==> config.mk <==
export PLATFORM = sky130hd
export DESIGN_NAME = muldiv_unit_flat
export DESIGN_NICKNAME = d
export VERILOG_FILES = /design/src/rtl/muldiv_unit_if.sv /design/src/rtl/muldiv_unit.sv /design/src/flat_wrapper.sv
export SDC_FILE = /design/constraint.sdc
export NUM_CORES = 1
export LEC_CHECK = 0
export CELL_PAD_IN_SITES_DETAIL_PLACEMENT = 1
export CELL_PAD_IN_SITES_GLOBAL_PLACEMENT = 2
export CORE_MARGIN = 2
export CORE_UTILIZATION = 39
export DETAILED_ROUTE_END_ITERATION = 7
export GPL_TIMING_DRIVEN = 0
export PLACE_DENSITY = 0.88
export SLEW_MARGIN = 20
export SYNTH_ARGS = -nofsm -noshare
export SYNTH_HDL_FRONTEND = slang
export SYNTH_SLANG_ARGS = --single-unit
==> constraint.sdc <==
create_clock -name clk_i -period 14.8 [get_ports clk_i]
set_input_delay 2.22 -clock clk_i [delete_from_list [all_inputs] [get_ports clk_i]]
set_output_delay 2.22 -clock clk_i [all_outputs]
set_load 0.05 [all_outputs]
==> src/rtl/muldiv_unit_if.sv <==
// Pipeline-side bus of the iterative multiply/divide unit.
//   valid_i  : operation request
//   funct3_i : RV32M op select
//   data1_i  : rs1 operand (multiplicand / dividend)
//   data2_i  : rs2 operand (multiplier / divisor)
//   flush_i  : abort the operation in flight
//   stall_o  : combinational hold request to the pipeline
//   done_o   : registered single-cycle result-valid pulse
//   result_o : registered result, held until the next completion
// master = pipeline (EX stage), slave = muldiv_unit.
interface muldiv_unit_if #(
    parameter int unsigned XLEN = 32
);
    logic            valid_i;
    logic [2:0]      funct3_i;
    logic [XLEN-1:0] data1_i;
    logic [XLEN-1:0] data2_i;
    logic            flush_i;
    logic            stall_o;
    logic            done_o;
    logic [XLEN-1:0] result_o;

    modport master (
        output valid_i, funct3_i, data1_i, data2_i, flush_i,
        input  stall_o, done_o, result_o
    );

    modport slave (
        input  valid_i, funct3_i, data1_i, data2_i, flush_i,
        output stall_o, done_o, result_o
    );
endinterface

==> src/rtl/muldiv_unit.sv <==
// Iterative RV32M multiply/divide unit (MUL, MULH, MULHSU, MULHU, DIV, DIVU, REM, REMU).
// Shift-add multiply and restoring divide on operand magnitudes, one step per cycle,
// with the sign applied when the result is registered. Divide-by-zero and signed
// overflow take a one-cycle fast path.
//   clk_i : clock, rising edge
//   rst_i : asynchronous reset, active-high
//   bus   : muldiv_unit_if slave port (request, operands, flush, stall, done, result)
module muldiv_unit #(
    parameter int unsigned XLEN  = 32,
    parameter int unsigned CNT_W = $clog2(XLEN)
) (
    input  logic         clk_i,
    input  logic         rst_i,
    muldiv_unit_if.slave bus
);
    localparam int unsigned      PW       = 2 * XLEN;
    localparam logic [XLEN-1:0]  MIN_NEG  = {1'b1, {(XLEN-1){1'b0}}};
    localparam logic [CNT_W-1:0] CNT_LAST = CNT_W'(XLEN - 1);

    typedef enum logic [1:0] {
        IDLE = 2'd0,
        CALC = 2'd1,
        DONE = 2'd2
    } state_e;

    state_e           state_q, state_d;
    logic [CNT_W-1:0] cnt_q, cnt_d;
    logic [2:0]       op_q, op_d;
    logic [XLEN-1:0]  a_q, a_d;        // rs1 magnitude (multiplicand)
    logic [XLEN-1:0]  b_q, b_d;        // rs2 magnitude (divisor)
    logic             neg_q, neg_d;    // result must be negated at completion
    logic [PW-1:0]    prod_q, prod_d;  // {partial sum, remaining multiplier bits}
    logic [XLEN:0]    rem_q, rem_d;    // partial remainder with borrow bit
    logic [XLEN-1:0]  quo_q, quo_d;    // dividend bits shift out, quotient bits shift in
    logic             done_q, done_d;
    logic [XLEN-1:0]  result_q, result_d;
    logic             stall_c;

    // Request decode: operand signedness, magnitudes and fast-path cases
    logic            a_signed, b_signed, neg_a, neg_b;
    logic [XLEN-1:0] mag_a, mag_b;
    logic            div_zero, div_ovf, fast_path;
    logic [XLEN-1:0] fast_result;

    always_comb begin
        a_signed    = (bus.funct3_i == 3'b001) || (bus.funct3_i == 3'b010) ||
                      (bus.funct3_i == 3'b100) || (bus.funct3_i == 3'b110);
        b_signed    = (bus.funct3_i == 3'b001) || (bus.funct3_i == 3'b100) ||
                      (bus.funct3_i == 3'b110);
        neg_a       = a_signed && bus.data1_i[XLEN-1];
        neg_b       = b_signed && bus.data2_i[XLEN-1];
        mag_a       = neg_a ? -bus.data1_i : bus.data1_i;
        mag_b       = neg_b ? -bus.data2_i : bus.data2_i;
        div_zero    = bus.funct3_i[2] && (bus.data2_i == '0);
        div_ovf     = bus.funct3_i[2] && !bus.funct3_i[0] &&
                      (bus.data1_i == MIN_NEG) && (bus.data2_i == '1);
        fast_path   = div_zero || div_ovf;
        fast_result = '0;
        if (div_zero) begin
            fast_result = bus.funct3_i[1] ? bus.data1_i : '1;
        end else if (div_ovf) begin
            fast_result = bus.funct3_i[1] ? '0 : bus.data1_i;
        end
    end

    // One multiply step and one divide step, plus the sign-fixed final result
    logic [XLEN-1:0] addend;
    logic [XLEN:0]   mul_sum;
    logic [PW-1:0]   prod_step, prod_fix;
    logic [XLEN:0]   rem_shift, rem_diff, rem_step;
    logic [XLEN-1:0] quo_step, quo_fix, rem_fix;
    logic [XLEN-1:0] calc_result;

    always_comb begin
        addend    = prod_q[0] ? a_q : '0;
        mul_sum   = {1'b0, prod_q[PW-1:XLEN]} + {1'b0, addend};
        prod_step = {mul_sum, prod_q[XLEN-1:1]};

        // The stored remainder is always below the divisor, so its top bit is zero
        // and shifting it out loses nothing.
        rem_shift = (XLEN+1)'({rem_q, quo_q[XLEN-1]});
        rem_diff  = rem_shift - {1'b0, b_q};
        if (rem_diff[XLEN]) begin
            rem_step = rem_shift;
            quo_step = {quo_q[XLEN-2:0], 1'b0};
        end else begin
            rem_step = rem_diff;
            quo_step = {quo_q[XLEN-2:0], 1'b1};
        end

        prod_fix = neg_q ? -prod_step : prod_step;
        quo_fix  = neg_q ? -quo_step : quo_step;
        rem_fix  = neg_q ? -rem_step[XLEN-1:0] : rem_step[XLEN-1:0];

        case (op_q)
            3'b000:                 calc_result = prod_fix[XLEN-1:0];
            3'b001, 3'b010, 3'b011: calc_result = prod_fix[PW-1:XLEN];
            3'b100, 3'b101:         calc_result = quo_fix;
            default:                calc_result = rem_fix;
        endcase
    end

    // Next-state and datapath register updates
    always_comb begin
        state_d  = state_q;
        cnt_d    = cnt_q;
        op_d     = op_q;
        a_d      = a_q;
        b_d      = b_q;
        neg_d    = neg_q;
        prod_d   = prod_q;
        rem_d    = rem_q;
        quo_d    = quo_q;
        done_d   = 1'b0;
        result_d = result_q;
        stall_c  = 1'b0;

        case (state_q)
            IDLE: begin
                stall_c = bus.valid_i && !bus.flush_i;
                if (stall_c) begin
                    op_d   = bus.funct3_i;
                    a_d    = mag_a;
                    b_d    = mag_b;
                    // REM takes the dividend's sign; products and quotients the XOR
                    neg_d  = (bus.funct3_i[2] && bus.funct3_i[1]) ? neg_a : (neg_a ^ neg_b);
                    cnt_d  = '0;
                    prod_d = {{XLEN{1'b0}}, mag_b};
                    rem_d  = '0;
                    quo_d  = mag_a;
                    if (fast_path) begin
                        result_d = fast_result;
                        done_d   = 1'b1;
                        state_d  = DONE;
                    end else begin
                        state_d = CALC;
                    end
                end
            end
            CALC: begin
                stall_c = 1'b1;
                if (bus.flush_i) begin
                    state_d = IDLE;
                end else begin
                    prod_d = prod_step;
                    rem_d  = rem_step;
                    quo_d  = quo_step;
                    if (cnt_q == CNT_LAST) begin
                        result_d = calc_result;
                        done_d   = 1'b1;
                        state_d  = DONE;
                    end else begin
                        cnt_d = cnt_q + CNT_W'(1);
                    end
                end
            end
            DONE: begin
                state_d = IDLE;
            end
            default: begin
                state_d = IDLE;
            end
        endcase
    end

    // State and datapath registers
    always_ff @(posedge clk_i or posedge rst_i) begin
        if (rst_i) begin
            state_q  <= IDLE;
            cnt_q    <= '0;
            op_q     <= '0;
            a_q      <= '0;
            b_q      <= '0;
            neg_q    <= 1'b0;
            prod_q   <= '0;
            rem_q    <= '0;
            quo_q    <= '0;
            done_q   <= 1'b0;
            result_q <= '0;
        end else begin
            state_q  <= state_d;
            cnt_q    <= cnt_d;
            op_q     <= op_d;
            a_q      <= a_d;
            b_q      <= b_d;
            neg_q    <= neg_d;
            prod_q   <= prod_d;
            rem_q    <= rem_d;
            quo_q    <= quo_d;
            done_q   <= done_d;
            result_q <= result_d;
        end
    end

    assign bus.stall_o  = stall_c;
    assign bus.done_o   = done_q;
    assign bus.result_o = result_q;
endmodule

==> src/flat_wrapper.sv <==
// flat-port wrapper written by rule: the top's interface ports become plain ports
module muldiv_unit_flat 
#(
    parameter int unsigned XLEN  = 32,
    parameter int unsigned CNT_W = $clog2(XLEN)
)
  (clk_i, rst_i, bus_valid_i, bus_funct3_i, bus_data1_i, bus_data2_i, bus_flush_i, bus_stall_o, bus_done_o, bus_result_o);
  muldiv_unit_if #(.XLEN(XLEN)) bus_i ();
  input  logic clk_i;
  input  logic rst_i;
  input wire logic [$bits(bus_i.valid_i)-1:0] bus_valid_i;
  input wire logic [$bits(bus_i.funct3_i)-1:0] bus_funct3_i;
  input wire logic [$bits(bus_i.data1_i)-1:0] bus_data1_i;
  input wire logic [$bits(bus_i.data2_i)-1:0] bus_data2_i;
  input wire logic [$bits(bus_i.flush_i)-1:0] bus_flush_i;
  output wire logic [$bits(bus_i.stall_o)-1:0] bus_stall_o;
  output wire logic [$bits(bus_i.done_o)-1:0] bus_done_o;
  output wire logic [$bits(bus_i.result_o)-1:0] bus_result_o;
  assign bus_i.valid_i = bus_valid_i;
  assign bus_i.funct3_i = bus_funct3_i;
  assign bus_i.data1_i = bus_data1_i;
  assign bus_i.data2_i = bus_data2_i;
  assign bus_i.flush_i = bus_flush_i;
  assign bus_stall_o = bus_i.stall_o;
  assign bus_done_o = bus_i.done_o;
  assign bus_result_o = bus_i.result_o;
  muldiv_unit #(.XLEN(XLEN), .CNT_W(CNT_W)) u_core (.clk_i(clk_i), .rst_i(rst_i), .bus(bus_i));
endmodule
==> flow_metrics.py, run 1 <==
metrics = {
    "setup_path": {
        "startpoint_type": "input pin",
        "cp_slowest_stage_delay_ns": 0.82,
        "arrival_ns": 6.20,
        "r2r_end": "u_core.bus.result_o[30]",
        "crit_start": "bus_flush_i",
        "cp.required_ns": 12.58,
        "worstSetupEndpointType": "output pin",
        "worstSetupPathType": "in -> out",
        "crit_path_max_fanout": 10,
        "cp_top_family": "buffers and inverters",
        "cp_num_buf_inv": 5,
        "crit_slowest_cell": "clkbuf_1",
        "rr_worst_depth": 21,
        "path_common_cell": "clkbuf_1",
        "r2r-start": "u_core.rem_q[12]",
        "cp_num_cells": 7,
        "r2r_slack_ns": 6.66,
        "cp_cell_sequence": "clkdlybuf4s50_1 -> or4b_2 -> clkbuf_1 -> clkbuf_1 -> clkbuf_1 -> nand2_1 -> clkdlybuf4s50_1",
    },
    "route": {
        "vias": 22208,
        "dr.pass1.iters": 5,
        "detail-route-antenna-nets": 0,
        "drtIter0Drc": 2221,
        "routed_wl_microns": 97900,
        "wl_per_cell_microns": 28.0,
        "drcViolationCount": 0,
        "drt-vias-per-instance": 6.35,
    },
    "floorplan": {
        "pin_count": 105,
        "die_h_microns": 231,
        "rows": 83,
        "coreArea_sq_um": 51200,
        "dieWidth_microns": 231,
        "start_util": 0.394,
        "dieArea_sq_um": 53500,
    },
    "cts": {
        "cts_tree": "done",
        "clkSinkCount": 236,
        "clk_pin_slew_ns": 0.06,
        "cts_hold_buf": 0,
        "insertion_delay_ns": 0.58,
        "root_buffer": "clkbuf_16",
        "cts_setup_buffers": 0,
        "cts_buffers": 29,
        "cts.path.max_buffers": 3,
        "h-tree-depth": 1,
        "cts_resized": 0,
    },
    "yosys": {
        "ys_ff_latch": 236,
        "synth-main-ff-cell": "dfrtp_1",
        "synth.yosys.warnings": 0,
        "synth_fp_nets": 2802,
        "seq_area_frac_synth": 0.293,
        "syn_area_sq_um": 20200,
        "synth-edff-count": 0,
        "yosysMostFrequentCell": "nand2_1",
        "synth.area.top_cells": "dfrtp_1 29%, o21ai_0 8.0%, nand2_1 6.2%, a21oi_1 5.3%, xor2_1 5.0%",
        "synth_area_per_cell_sq_um": 7.59,
        "synth.distinct_cells": 88,
        "synthCells": 2657,
        "yosys-top-cells-count": "334 x nand2_1, 323 x o21ai_0, 244 x nor2_1, 236 x dfrtp_1, 215 x a21oi_1",
        "async_flop_share": 1.00,
        "synth_top_area_share": 0.293,
        "synth_top_area_cell": "dfrtp_1",
    },
    "placement": {
        "hpwl_microns": 79100,
        "gp_congestion": 1.06,
        "portBuffers": 103,
    },
    "sta": {
        "finalHoldWorstSlack_ns": 0.476,
        "tightest_slew_ns": 1.16,
        "relSlewSlack": 0.224,
        "min_period_ns": 8.42,
        "setup_tns_ns": 0,
        "rsz0062_at_grt": "false",
        "timing.fmax_ghz": 0.119,
        "setup_viol": 0,
        "clock_skew_ns": 0.0132,
        "finalMaxSlewViolations": 0,
        "period_share": 0.569,
        "final-hold-violation-count": 0,
    },
    "run": {
        "max_cap_viol_count": 0,
    },
    "hold_path": {
        "hold_class": "reg -> reg",
        "holdPathEnd": "u_core.a_q[11]",
        "hold_depth": 2,
        "hp-start": "u_core.a_q[11]",
    },
    "global_routing": {
        "grt_pass1_vias": 22344,
        "antenna_found_initial": 4,
        "gr-total-overflow": 0,
        "grt_usage": 0.361,
        "grt_max_degree": 101,
        "grt_pass1_wl_microns": 145000,
    },
    "power": {
        "vdd_drop_max_v": 0.000109,
        "power.density_nw_per_um2": 226,
        "cellLeakagePower_nw": 9.22,
    },
    "layout": {
        "n_fill_cell": 6326,
        "area_growth_pct": 14.6,
        "fin_nets": 2940,
        "drive_above_1_share": 0.0402,
    },
    "status": {
        "status": "complete, no violations",
    },
}
state kept, by name (all words and copies together) (netlist names):
name,flops
u_core.bus.done_o,1
u_core.rem_q,32
u_core.b_q,32
u_core.prod_q,64
u_core.cnt_q,5
u_core.a_q,32
u_core.bus.result_o,32
u_core.op_q,3
u_core.state_q,2
u_core.quo_q,32
u_core.neg_q,1
worst max-delay path by stage:
stage	to	slack, ns
global placement	u_core.rem_q[31]	2.62
CTS	bus_stall_o	6.49
finish	bus_stall_o	6.38
global route	bus_stall_o	6.35
floorplan	u_core.a_q[0]	6.11
detailed placement	bus_stall_o	6.51
layout make-up:
type,instances,area [sq um],area share
Inverter,76,293,0.0127
Clock buffer,40,797,0.0345
Buffer,168,652,0.0282
Multi-Input combinational cell,2177,13300,0.577
Clock inverter,10,153,0.00661
Sequential cell,236,5910,0.256
Timing Repair Buffer,107,1110,0.0479
Antenna cell,3,7.51,0.000325
Tap cell,680,851,0.0368
placed cells by master, fill, tap and decap left out, types with 72 or more instances in the layout:
cell type        Yosys  final
nand2_1            334    334
o21ai_0            323    323
nor2_1             244    243
dfrtp_1            236    236
a21oi_1            215    215
clkbuf_1           144    152
xor2_1             116    116
clkdlybuf4s50_1      0    103
xnor2_1             76     76
inv_1               75     74
ha_1                72     72
per-stage QoR:
step	std cells	power, W	cell area [sq um]	worst slack [ns]	utilization
2_1_floorplan	2657	0.00316	20200	6.11	-
3_3_place_gp	3440	0.00429	22000	2.62	0.431
3_5_place_dp	3444	0.00437	22100	6.51	0.433
4_1_cts	3494	0.00514	23100	6.49	0.451
5_1_grt	3494	0.00552	23100	6.35	0.451
6_report	3497	0.00523	23100	6.38	0.451
worst min-delay path, delay by kind of cell (launching register included):
kind / cells / cell delay [ns]
compound gates: 1 / 0.06
flops: 1 / 0.34
simple gates: 1 / 0.05
routing by layer:
layer,GRT usage,vias up,part of all wire
met5,0,-,0.00012
li1,-,9952,-
met3,0.0597,194,0.080
met4,0.132,2,0.040
met2,0.566,903,0.45
met1,0.501,11157,0.43
logic make-up after synthesis:
| family | after synthesis | synth area share |
|---|---|---|
| AO/OA/AOI/OAI | 909 | 0.280 |
| buffers and inverters | 244 | 0.0465 |
| multiplexers | 47 | 0.0246 |
| AND/OR/NAND/NOR | 955 | 0.226 |
| adder cells (fa/ha/maj) | 74 | 0.0467 |
| XOR/XNOR | 192 | 0.0834 |
| flip-flops | 236 | 0.293 |
report_power, final:
| part | total, W | internal, W | switching [W] |
|---|---|---|---|
| clock | 0.000745 | 0.000441 | 0.000304 |
| combinational | 0.00339 | 0.00107 | 0.00232 |
| sequential | 0.00110 | 0.000840 | 0.000257 |
Note: power is estimated with default switching activity, not from simulation.
==> run 2, diff against run 1 <==
CORE_UTILIZATION = 37   (was 39)
PLACE_DENSITY = 0.84   (was 0.88)
clock period = 8 ns   (was 14.8 ns; I/O delays follow)
==> run 2 against run 1 <==
Compared with the run above:
- wire length grew 1.6%
- first-iteration DRC count grew 2.5%
- critical path depth grew 16
- global-route usage shrank 1.4 points
- sequential share of layout area shrank 0.065 points
- core utilization shrank 2.1 points
- worst hold slack lost 0.0056 ns
- critical endpoint is now u_core.bus.result_o[30]
==> flow_metrics.py, run 2 (synthesized netlist as in run 1, its figures left out) <==
metrics = {
    "status": {
        "status": "complete, no violations",
    },
    "sta": {
        "setup_tns_ns": 0,
        "setup_viol": 0,
        "timing.fmax_ghz": 0.129,
        "final-hold-violation-count": 0,
        "relSlewSlack": 0.112,
        "clock_skew_ns": 0.0339,
        "fin_ws_ns": 0.244,
        "min_period_ns": 7.76,
        "tightest_slew_ns": 1.32,
        "finalMaxSlewViolations": 0,
        "rsz0062_at_grt": "false",
        "period_share": 0.969,
    },
    "floorplan": {
        "dieArea_sq_um": 56400,
        "coreArea_sq_um": 53800,
        "dieWidth_microns": 237,
        "pin_count": 105,
        "rows": 85,
        "die_h_microns": 237,
        "start_util": 0.375,
    },
    "layout": {
        "instances_no_fill": 3516,
        "area_growth_pct": 14.9,
        "regMostFlops": "u_core.prod_q",
        "fin_nets": 2943,
        "final_common_cell": "nand2_1",
        "layout_common_cells": "334 x nand2_1, 322 x o21ai_0, 243 x nor2_1, 236 x dfrtp_1, 215 x a21oi_1",
        "seq_area_sq_um": 5910,
        "post-route-util": 0.431,
        "multi_input_area_sq_um": 13300,
        "largest_reg_flops": 64,
        "n_fill_cell": 6639,
        "drive_above_1_share": 0.0433,
    },
    "global_routing": {
        "grt_pass1_wl_microns": 147000,
        "gr-total-overflow": 0,
        "antenna_found_initial": 2,
        "grt_max_degree": 101,
        "grt_usage": 0.348,
        "grt_pass1_vias": 22287,
    },
    "setup_path": {
        "cp.required_ns": 8.48,
        "cp_num_cells": 23,
        "cp_num_buf_inv": 6,
        "cp_top_family": "compound AO/OA/AOI/OAI gates",
        "r2r_slack_ns": 0.24,
        "arrival_ns": 8.23,
        "crit_path_max_fanout": 10,
        "startpoint_type": "flip-flop",
        "worstSetupPathType": "reg -> reg",
        "crit_slowest_cell": "a211oi_1",
        "rr_worst_depth": 23,
        "r2r-start": "u_core.quo_q[31]",
        "cp_cell_sequence": "inv_1 -> ha_1 -> inv_1 -> fa_1 -> a211oi_1 -> o211ai_1 -> a21oi_2 -> a211oi_1 -> o211a_1 -> inv_1 -> buf_2 -> clkbuf_2 -> buf_1 -> ha_1 -> nand2_1 -> or3_1 -> or4_1 -> o21ai_1 -> xnor2_1 -> a211oi_1 -> o31ai_1 -> a31oi_1 -> a31oi_1",
        "worstSetupEndpointType": "flip-flop",
        "crit_start": "u_core.quo_q[31]",
        "cp_slowest_stage_delay_ns": 0.77,
    },
    "run": {
        "max_cap_viol_count": 0,
    },
    "hold_path": {
        "hp-start": "u_core.a_q[17]",
        "hold_depth": 2,
        "hold_class": "reg -> reg",
    },
    "cts": {
        "clkSinkCount": 236,
        "cts.path.max_buffers": 3,
        "cts_buffers": 31,
        "root_buffer": "clkbuf_16",
        "clk_pin_slew_ns": 0.06,
        "cts_tree": "done",
        "insertion_delay_ns": 0.61,
        "cts_hold_buf": 0,
        "h-tree-depth": 1,
    },
    "route": {
        "vias": 22371,
        "drt-vias-per-instance": 6.36,
        "drcViolationCount": 0,
        "dr.pass1.iters": 6,
        "detail-route-antenna-nets": 0,
        "routed_wl_microns": 99500,
        "drtIter0Drc": 2277,
        "wl_per_cell_microns": 28.3,
    },
    "power": {
        "cellLeakagePower_nw": 9.25,
        "power.density_nw_per_um2": 419,
        "p_total_w": 0.00971,
        "vdd_drop_max_v": 0.000192,
    },
    "placement": {
        "hpwl_microns": 80700,
        "gp_congestion": 1.01,
        "place_ws_ns": 0.257,
        "dp_cells": 3461,
        "portBuffers": 103,
    },
}
run 2: cell count changes in the layout (fill, tap and decap cells not counted), moves of 2 or more:
| cell | delta |
|---|---|
| clkbuf_1 | -3 |
| inv_6 | +2 |
| clkbuf_8 | +3 |
| diode_2 | -2 |
| bufinv_16 | -3 |
| clkbuf_16 | +2 |
| clkinv_4 | +2 |
run 2: routing by layer:
metal,track usage,up-vias,wire length (microns)
met4,0.0951,2,3110
met2,0.559,888,44600
met5,0,-,10
met1,0.493,11346,44500
li1,-,9978,-
met3,0.0404,157,7350
run 2: area by class of cell:
type	instances	share of cell area
diodes	1	0.000108
flip-flops and latches	236	0.255
clock buffers	42	0.0379
repair buffers	108	0.0481
clock inverters	12	0.00470
plain buffers	168	0.0282
multi-input cells	2177	0.576
well taps	696	0.0376
inverters	76	0.0126
run 2: through the flow:
stage	area, sq um	hold WS (ns)
final	23200	0.471
after global routing	23200	0.504
after CTS	23200	0.477
after detailed placement	22200	0.464
after global placement	22100	0.455
after floorplan	20200	0.442
run 2: final timing paths:
path                                           endpoint
worst min-delay path                     u_core.a_q[17]
worst min register to register           u_core.a_q[17]
min in group asynchronous              u_core.quo_q[15]
max in group asynchronous              u_core.rem_q[18]
worst max register to register  u_core.bus.result_o[30]
worst max-delay path            u_core.bus.result_o[30]
run 2: timing repair:
action | CTS | global route
setup endpoints to repair | 0 | 5
buffers inserted | 0 | 0
gates resized for setup | 0 | 2
run 2: worst reg2reg max path, stage by stage (launching register included):
cell and delay (ns):
dfrtp_1 0.40, inv_1 0.10, ha_1 0.17, inv_1 0.05, fa_1 0.48, a211oi_1 0.34, o211ai_1 0.23, a21oi_2 0.54
a211oi_1 0.17, o211a_1 0.31, inv_1 0.28, buf_2 0.40, clkbuf_2 0.37, buf_1 0.55, ha_1 0.38, nand2_1 0.19
or3_1 0.47, or4_1 0.61, o21ai_1 0.19, xnor2_1 0.18, a211oi_1 0.77, o31ai_1 0.18, a31oi_1 0.18, a31oi_1 0.10
run 2: power breakdown:
part           internal, W  leakage, nW  switching [W]
clock             0.000797        0.488       0.000588
sequential         0.00155         2.94       0.000499
combinational      0.00198         5.82        0.00429
==> run 3, diff against run 2 <==
CAP_MARGIN = 20   (was default)
SKIP_CTS_REPAIR_TIMING = 1   (was default)
==> results of run 3 <==
Same layout as run 2: the final DEF is identical, and so are final timing and power.
